`config.mk`:
```
export PLATFORM = sky130hd
export DESIGN_NAME = i2c_config_sequencer
export DESIGN_NICKNAME = d
export VERILOG_FILES = /design/src/rtl/i2c_config_sequencer.sv
export SDC_FILE = /design/constraint.sdc
export NUM_CORES = 1
export LEC_CHECK = 0
export BUFFER_PORTS_ARGS = -buffer_cell sky130_fd_sc_hd__buf_2
export CAP_MARGIN = 25
export CORE_MARGIN = 2
export CORE_UTILIZATION = 54
export DETAILED_ROUTE_END_ITERATION = 16
export PLACE_DENSITY = 0.7
export SLEW_MARGIN = 20
export SYNTH_ARGS = -nofsm -noshare
export SYNTH_HDL_FRONTEND = slang
export SYNTH_SLANG_ARGS = --single-unit
```
`constraint.sdc`:
```
create_clock -name clk -period 7.1 [get_ports clk]
set_input_delay 0 -clock clk [delete_from_list [all_inputs] [get_ports clk]]
set_output_delay 0 -clock clk [all_outputs]
set_load 0.02 [all_outputs]
```
`src/rtl/i2c_config_sequencer.sv`:
```
// i2c_config_sequencer: replays a table of (dev_id, reg_id, data) writes through an i2c byte-write master with gap and timeout control
module i2c_config_sequencer #(
  parameter int ADDR_W     = 4,
  parameter int GAP_CYCLES = 100,
  parameter int TIMEOUT    = 4095
) (
  input  logic              clk,
  input  logic              reset,
  input  logic              cfg_we,
  input  logic [ADDR_W-1:0] cfg_addr,
  input  logic [23:0]       cfg_wdata,
  input  logic [ADDR_W:0]   cfg_count,
  input  logic              go,
  output logic              busy,
  output logic              done,
  output logic              error,
  output logic [ADDR_W-1:0] index,
  output logic              m_start,
  output logic [7:0]        m_dev_id,
  output logic [7:0]        m_reg_id,
  output logic [7:0]        m_data,
  input  logic              m_ready
);
  localparam int CMAX = TIMEOUT > GAP_CYCLES ? TIMEOUT : GAP_CYCLES;
  localparam int CW = $clog2(CMAX + 1);
  localparam int AW1 = ADDR_W + 1;
  localparam logic [CW-1:0] TO_LAST = CW'(TIMEOUT - 1);
  localparam logic [CW-1:0] GAP_LAST = CW'(GAP_CYCLES - 1);
  localparam logic [ADDR_W:0] DEPTH = AW1'(2 ** ADDR_W);
  typedef enum logic [2:0] {IDLE, WAIT_RDY, ISSUE, WAIT_ACC, WAIT_DONE, GAP, DONE} state_t;
  state_t r_state, w_next;
  logic [23:0] r_tab [2**ADDR_W];
  logic [ADDR_W:0] r_count;
  logic [CW-1:0] r_cnt;
  logic [ADDR_W-1:0] r_idx;
  logic [7:0] r_dev, r_reg, r_data;
  logic r_done, r_err, r_start;
  logic w_go, w_wait, w_tmo, w_gap_end, w_last, w_abort;
  assign w_go = r_state == IDLE && go;
  assign w_wait = r_state inside {WAIT_RDY, WAIT_ACC, WAIT_DONE};
  assign w_tmo = r_cnt == TO_LAST;
  assign w_gap_end = r_cnt == '0;
  assign w_last = AW1'(r_idx) + AW1'(1) == r_count;
  assign w_abort = w_wait && w_next == IDLE;
  always_ff @(posedge clk)
    r_state <= reset ? IDLE : w_next;
  always_comb begin
    w_next = r_state;
    case (r_state)
      IDLE:      w_next = go ? (cfg_count == '0 ? DONE : WAIT_RDY) : IDLE;
      WAIT_RDY:  w_next = m_ready ? ISSUE : w_tmo ? IDLE : WAIT_RDY;
      ISSUE:     w_next = WAIT_ACC;
      WAIT_ACC:  w_next = !m_ready ? WAIT_DONE : w_tmo ? IDLE : WAIT_ACC;
      WAIT_DONE: w_next = m_ready ? GAP : w_tmo ? IDLE : WAIT_DONE;
      GAP:       w_next = !w_gap_end ? GAP : w_last ? DONE : WAIT_RDY;
      DONE:      w_next = IDLE;
      default:   w_next = IDLE;
    endcase
  end
  always_comb busy = r_state != IDLE;
  always_ff @(posedge clk)
    if (r_state == IDLE && cfg_we) r_tab[cfg_addr] <= cfg_wdata;
  always_ff @(posedge clk) begin
    if (reset) begin
      r_done  <= 1'b0;
      r_err   <= 1'b0;
      r_start <= 1'b0;
      r_idx   <= '0;
      r_dev   <= '0;
      r_reg   <= '0;
      r_data  <= '0;
      r_count <= '0;
      r_cnt   <= '0;
    end else begin
      r_done  <= r_state == DONE;
      r_start <= w_next == WAIT_ACC;
      r_err   <= w_go ? 1'b0 : (w_abort | r_err);
      r_idx   <= w_go ? '0 : (r_state == GAP && w_gap_end && !w_last) ? r_idx + ADDR_W'(1) : r_idx;
      r_count <= !w_go ? r_count : cfg_count > DEPTH ? DEPTH : cfg_count;
      if (r_state == ISSUE) {r_dev, r_reg, r_data} <= r_tab[r_idx];
      r_cnt   <= w_next != r_state ? (w_next == GAP ? GAP_LAST : '0) :
                 r_state == GAP ? r_cnt - CW'(1) : w_wait ? r_cnt + CW'(1) : r_cnt;
    end
  end
  assign done = r_done;
  assign error = r_err;
  assign index = r_idx;
  assign m_start = r_start;
  assign m_dev_id = r_dev;
  assign m_reg_id = r_reg;
  assign m_data = r_data;
endmodule

```
==> metrics.txt, run 1 <==
top_reg_cell synth=edfxtp_1; Synth cell types=52; Final Hold Viols=0; placer congestion estimate=0.853; post-synthesis register bit count=435; Initial Util=between 50% and 60%; DP HPWL=approximately 21 mm; top-level I/O count=70; post-layout minimum cycle time=3.57 ns; layout cells sized above 1=~29%; antenna violations before repair=0; Filler cells=~2100; Area Growth Syn to Fin=17.5%; MaxCap Viol Count=0; core area=~0.031 mm²; worst hold path class=in -> reg; max frequency=about 280 MHz; CP max FO=17; clk root buf=clkbuf_16; total grt overflow=0; CTS sink count=~440; die area=approximately 0.033 mm²; fin. max-slew vios=0; pwr/cell area=approximately 270 mW/mm²; FP Rows=65; largest net degree at the start of global routing=between 60 and 70; final instance area=0.0203 mm²; I/O Buffers=around 70; Critical Path RT=~7.5 ns; CTS tree=yes; post-CTS sizing=0; HP Start=reset; dpl cell area=about 0.018 mm²; Seq/Total Area, Yosys=approximately 73%; H-Tree Depth=2; Residual DRC=0; Clock Pin Slew Worst Setup and Hold Paths=about 0.07 ns; outcome=completed; Worst Tran Pin Value=just over 1 ns; Mapped Cells=915; crit end category=flop; Global Route Usage Sum=23.4%; Syn Nets=965; RR Startpoint=r_state[2]; synthesized area per cell=~19 µm²; Crit Path Class=reg -> reg; Setup Viol. Count Final=0; Slowest-stage cell, CP=dfxtp_1; # Post-CTS Setup Buffers=0; # placed instances=1363; first-pass GRT wire length=about 57 mm; Multi-input gate area=0.00460 mm²; RSZ-0062 raised after global routing=no; WL/cell=between 20 and 30 µm; Layout Nets=approximately 1100; Final Cycle Share=roughly half; max_slew headroom=a little under a third; YS warnings=0; Setup TNS=0 ns; cts bufs inserted=45; crit-path max cell delay=0.64 ns; Via density=6.13; leakage=6.51 nW; Async S/R FF share, synth=0%; Die Height=183 µm; register area=between 0.01 and 0.015 mm²; final non-filler cell total=roughly 1500; worst setup path startpoint=r_state[2]; Post-DRT Antenna Nets=0; detailed-route wire length=between 30 and 40 mm; clk_lat worst skew=0.55 ns; Mapped Area=~0.017 mm²; die width=around 180 µm; Post-synth EDFFs=384; CP arrival=approximately 4 ns; startpoint types=flop; Vias=roughly 9100; initial drt markers=833; CTS max path bufs=3; peak supply drop=0.223 mV; Setup Skew=approximately 0.018 ns; CP Cell Sequence=nor2b_1 > nand2_1 > inv_1 > ha_1 > nor2b_1 > o21a_1 > o21a_1 > o31a_1 > o41ai_1 > mux2i_1 > a31oi_1; power after layout=between 5 and 6 mW; drt pass-1 iters=4; n_diodes=0; final hold slack=~0.051 ns; vias in the first global route=just over 9000
## state kept, by name, indices dropped and copies added (netlist names)
signal and flops:
r_tab 384, m_data 8, done 1, error 1, r_state 3, r_count 5, m_reg_id 8, m_dev_id 8
index 4, m_start 1, r_cnt 12
## power breakdown
group / leakage (nW) / internal (mW) / switching [mW] / total, mW
logic: 1.90 / 0.0968 / 0.183 / 0.279
registers: 3.88 / 2.83 / 0.0242 / 2.85
clock network: 0.740 / 1.41 / 0.983 / 2.39
total: 6.51 / 4.33 / 1.19 / 5.52
## final timing paths
| check | endpoint | slack (ns) | cells after the start |
|---|---|---|---|
| max | r_cnt[10] | 3.53 | 11 |
| min reg2reg | m_reg_id[0] | 0.45 | 2 |
| min | done | 0.05 | 3 |
| max reg2reg | r_cnt[10] | 3.53 | 11 |
## layer usage
layer  wire length [µm]  GRT usage (%)  vias to the layer above  part of all wire (%)
met1              15400           31.9                     4764                    40
met3               2410           3.23                       57                   6.3
met2              19600           40.4                      321                    51
met5                  0              0                        -                     0
li1                   -              -                     4003                     -
met4                675           5.90                        0                   1.8
## kinds of logic after synthesis
group	synth area share [%]
muxes	15.9
and+or+nand+nor	5.22
AOI/OAI and AO/OA	3.36
buffers and inverters	1.18
adders and majority gates	0.914
xor gates and xnor gates	0.610
DFF	72.8
## what timing repair did
action	CTS	global route
hold buffers	42	0
endpoints found under the setup margin	0	0
endpoints found under the hold margin	401	0
## area by class of cell
type	count	area share [%]
Sequential cell	435	62.0
Tap cell	402	2.48
Inverter	7	0.130
Clock inverter	29	1.52
Multi-Input combinational cell	429	22.7
Clock buffer	54	5.97
Timing Repair Buffer	135	5.19
## critical path, delay by kind of cell (launching register included)
family | cells | cell delay (ns)
AOI/OAI and AO/OA | 5 | 1.10
adders and majority gates | 1 | 0.36
buffers and inverters | 1 | 0.45
DFF | 1 | 0.64
muxes | 1 | 0.23
and+or+nand+nor | 3 | 0.64
## Yosys cell counts, types with 3 or more instances
master | count | share of area, %
a211oi_1 | 6 | 0.26
a21oi_1 | 43 | 1.2
a221oi_1 | 5 | 0.25
buf_2 | 4 | 0.12
clkbuf_1 | 37 | 0.81
dfxtp_1 | 51 | 5.9
edfxtp_1 | 384 | 67
ha_1 | 11 | 0.80
inv_1 | 7 | 0.15
mux2i_1 | 4 | 0.23
mux4_2 | 120 | 16
nand2_1 | 77 | 1.7
nand2b_1 | 7 | 0.25
nand3_1 | 7 | 0.20
nand3b_1 | 6 | 0.26
nand4_1 | 3 | 0.11
nor2_1 | 45 | 0.98
nor2b_1 | 7 | 0.25
nor3_1 | 17 | 0.49
nor3b_1 | 5 | 0.22
nor4_1 | 4 | 0.15
o21a_1 | 5 | 0.22
o21ai_0 | 11 | 0.32
o41ai_1 | 3 | 0.15
xnor2_1 | 7 | 0.36
xor2_1 | 5 | 0.25
## layout by cell type (no fill, tap or decap), types with 7 or more instances in the layout
| master | synthesis | layout |
|---|---|---|
| a21oi_1 | 43 | 43 |
| buf_2 | 4 | 69 |
| buf_4 | 0 | 18 |
| clkbuf_16 | 0 | 45 |
| clkinv_2 | 0 | 10 |
| dfxtp_1 | 51 | 47 |
| dlygate4sd3_1 | 0 | 42 |
| edfxtp_1 | 384 | 384 |
| ha_1 | 11 | 11 |
| inv_1 | 7 | 7 |
| mux4_2 | 120 | 120 |
| nand2_1 | 77 | 77 |
| nand2b_1 | 7 | 7 |
| nand3_1 | 7 | 7 |
| nor2_1 | 45 | 33 |
| nor2_4 | 0 | 12 |
| nor2b_1 | 7 | 7 |
| nor3_1 | 17 | 13 |
| o21ai_0 | 11 | 11 |
| xnor2_1 | 7 | 7 |
## stage by stage
| stage | util, % | worst slack, ns |
|---|---|---|
| finish | 64.4 | 3.53 |
| global route | 64.4 | 3.27 |
| CTS | 64.1 | 3.57 |
| detailed placement | 58.0 | 3.61 |
| global placement | 57.7 | 3.74 |
| floorplan | - | 3.69 |
Note: power is estimated with default switching activity, not from simulation.
==> inputs of run 2 (changes only) <==
--- a/config.mk
+++ b/config.mk
@@ -5,12 +5,13 @@
 export SDC_FILE = /design/constraint.sdc
 export NUM_CORES = 1
 export LEC_CHECK = 0
+export ABC_AREA = 1
 export BUFFER_PORTS_ARGS = -buffer_cell sky130_fd_sc_hd__buf_2
 export CAP_MARGIN = 25
 export CORE_MARGIN = 2
 export CORE_UTILIZATION = 54
 export DETAILED_ROUTE_END_ITERATION = 16
-export PLACE_DENSITY = 0.7
+export PLACE_DENSITY = 0.73
 export SLEW_MARGIN = 20
 export SYNTH_ARGS = -nofsm -noshare
 export SYNTH_HDL_FRONTEND = slang
==> constraint.sdc (replaced) <==
create_clock -name clk -period 2.9 [get_ports clk]
set_input_delay 0 -clock clk [delete_from_list [all_inputs] [get_ports clk]]
set_output_delay 0 -clock clk [all_outputs]
set_load 0.02 [all_outputs]
==> run 2 against run 1 <==
Compared with the run above:
- sequential share of layout area is 1.3 points lower
- via count grew 35%
- die area is 3.2% higher
==> metrics.txt, run 2 <==
antenna violations before repair=0 (unchanged); Via density=5.95 (-3.0%); n_diodes=0 (unchanged); worst slack, placed=0.333 ns (-3.28 ns); CTS tree=yes; synthesized area per cell=11.9 µm² (-37%); cts bufs inserted=44 (-2.2%); number of flip-flops in the largest register=384 (unchanged); Setup Viol. Count Final=0 (unchanged); top cells by area, synth=edfxtp_1, nor2_1, dfxtp_1; Mapped Area=0.0178 mm² (+3.2%); Final Cycle Share=90.8% (+41 points); pwr/cell area=659 mW/mm² (+140%); count leader, synth=nor2_1; first-pass GRT wire length=66.7 mm (+16%); final hold slack=0.203 ns (+0.152 ns); MaxCap Viol Count=0 (unchanged); top-level I/O count=70 (unchanged); crit-path max cell delay=0.55 ns (-0.09 ns); power after layout=13.6 mW (+150%); RSZ-0062 raised after global routing=no; startpoint types=flop; # Post-CTS Setup Buffers=0 (unchanged); Seq/Total Area, Yosys=70.5% (-2.3 points); largest registers=r_tab x384, r_cnt x12; Clock Pin Slew Worst Setup and Hold Paths=0.06 ns (about the same); Die Height=186 µm (+1.6%); YS warnings=0 (unchanged); drt pass-1 iters=6 (+2); layout cells sized above 1=13.1% (-16 points); Post-synth EDFFs=384 (unchanged); top post-synthesis cells by count=nor2_1, edfxtp_1, o21ai_0; Crit path buffers/inverters=3 (+2); Setup Skew=0.0220 ns (+0.00377 ns); Mapped Cells=1496 (+63%); Post-DRT Antenna Nets=0 (unchanged); WL/cell=20.6 µm (-19%); Initial Util=54.7% (-0.070 points); Final Hold Viols=0 (unchanged); Vias=12340 (+35%); H-Tree Depth=2 (unchanged); fin. max-slew vios=0 (unchanged); die width=186 µm (+1.6%); Yosys top cell area share=64.8% (-2.1 points); Final WS setup=0.266 ns (-3.26 ns); CP max FO=9 (-8); outcome=completed; commonest cells after routing, fill and taps aside=edfxtp_1, nor2_1, o21ai_0, o32ai_1, nand2_1; Crit Path Class=reg -> reg; commonest non-fill, non-tap cell in the layout=edfxtp_1; largest net degree at the start of global routing=193 (+210%); critical path's most frequent cell=nand2_1; R2R Setup Slk=0.27 ns (-3.26 ns); Global Route Usage Sum=25.2% (+1.8 points); total grt overflow=0 (unchanged); core area=0.0325 mm² (+3.4%); initial drt markers=1337 (+61%); CP arrival=3.12 ns (-0.86 ns); leakage=7.31 nW (+12%); Synth cell types=40 (-23%); CTS max path bufs=3 (unchanged); placer congestion estimate=0.841 (-1.4%); Most flops, register=r_tab; post-layout minimum cycle time=2.63 ns (-0.935 ns); Critical Path RT=3.39 ns (-4.12 ns); clk_lat worst skew=0.56 ns (about the same); Layout Nets=1647 (+49%); Async S/R FF share, synth=0% (unchanged); Slowest-stage cell, CP=dlygate4sd3_1; Core Util, Final=63.6% (-0.74 points); Syn Nets=1546 (+60%); CTS sink count=435 (unchanged); Area Growth Syn to Fin=16.3%; die area=0.0344 mm² (+3.2%); Residual DRC=0 (unchanged); worst hold path class=in -> reg; max_slew headroom=30.2% (-0.52 points); detailed-route wire length=42.8 mm (+12%); max frequency=380 MHz (+35%); peak supply drop=0.520 mV (+130%); Setup TNS=0 ns (unchanged); FP Rows=66 (+1.5%); CP Cell Sequence=ha_1 > inv_1 > nand2_1 > nand2_1 > nand2_1 > nand2_1 > nor2_2 > nand2_1 > nand2_1 > nand2_1 > nand3_1 > nand2_1 > inv_2 > nand3_1 > a21oi_1 > dlygate4sd3_1; clk root buf=clkbuf_16; post-synthesis register bit count=435 (unchanged); Worst Tran Pin Value=1.05 ns (+0.0103 ns); I/O Buffers=69 (unchanged); DP HPWL=24.2 mm (+17%); Yosys top cell by area=edfxtp_1; vias in the first global route=12063 (+30%); crit end category=flop; top_reg_cell synth=edfxtp_1; family with the most delay on the worst path=simple AND/OR/NAND/NOR gates
## run 2: cell count changes after synthesis, sizes merged, moves of 24 or more
cell | before | now
mux4 | 120 | 0
clkbuf | 37 | 70
nor2 | 45 | 394
o21ai | 11 | 178
o32ai | 1 | 97
inv | 7 | 70
o22ai | 0 | 25
a21oi | 43 | 19
## run 2: cell type report
class	count	area, µm²
timing repair buffer	144	1150
clock buffer	67	1290
inverter	71	275
clock inverter	15	125
multi-input combinational	901	4750
tap	442	553
sequential	435	12600
fill	2456	11800
## run 2: logic make-up (layout without fill, tap and decap cells)
kind of cell | Yosys count | in the layout | synth area share [%]
compound gates | 354 | 354 | 12.7
xor+xnor | 7 | 7 | 0.344
fa+ha+maj | 12 | 12 | 0.886
buf+inv | 160 | 297 | 3.49
flops | 435 | 435 | 70.5
simple gates | 528 | 528 | 12.1
## run 2: path summary, 6_finish.rpt
kind                             startpoint           to  cells past startpoint
worst max register to register     index[0]     r_cnt[0]                     16
worst min-delay path            cfg_addr[0]  r_tab[1][9]                      3
worst min register to register        error        error                      2
worst max-delay path               index[0]     r_cnt[0]                     16
## run 2: routing by layer
| metal | part of all wire, % | vias up | GRT usage [%] |
|---|---|---|---|
| met1 | 42 | 6074 | 35.0 |
| met5 | 0 | - | 0 |
| li1 | - | 5650 | - |
| met2 | 48 | 542 | 41.9 |
| met3 | 7.7 | 74 | 3.80 |
| met4 | 2.3 | 0 | 7.21 |
## run 2: timing repair
action / 4_1_cts / 5_1_grt
setup endpoints to repair: 0 / 1
gates resized for setup: 0 / 3
endpoints found under the hold margin: 398 / 0
hold buffers: 37 / 0
## run 2: worst min-delay path, cell delays in order
cell and delay [ns]:
buf_2 0.12, nand2_1 0.32, nor2_4 0.12
## run 2: power breakdown
part / switching, mW / internal [mW] / leakage (nW)
Clock: 2.33 / 3.18 / 0.700
Combinational: 0.728 / 0.345 / 2.73
Sequential: 0.0903 / 6.98 / 3.88
## run 2: stage by stage
| stage | cell area, µm² | std cells |
|---|---|---|
| final | 20700 | 2075 |
| after detailed placement | 18900 | 1956 |
| after global routing | 20700 | 2075 |
| after CTS | 20700 | 2075 |
| after floorplan | 17800 | 1496 |
| after global placement | 18900 | 1956 |
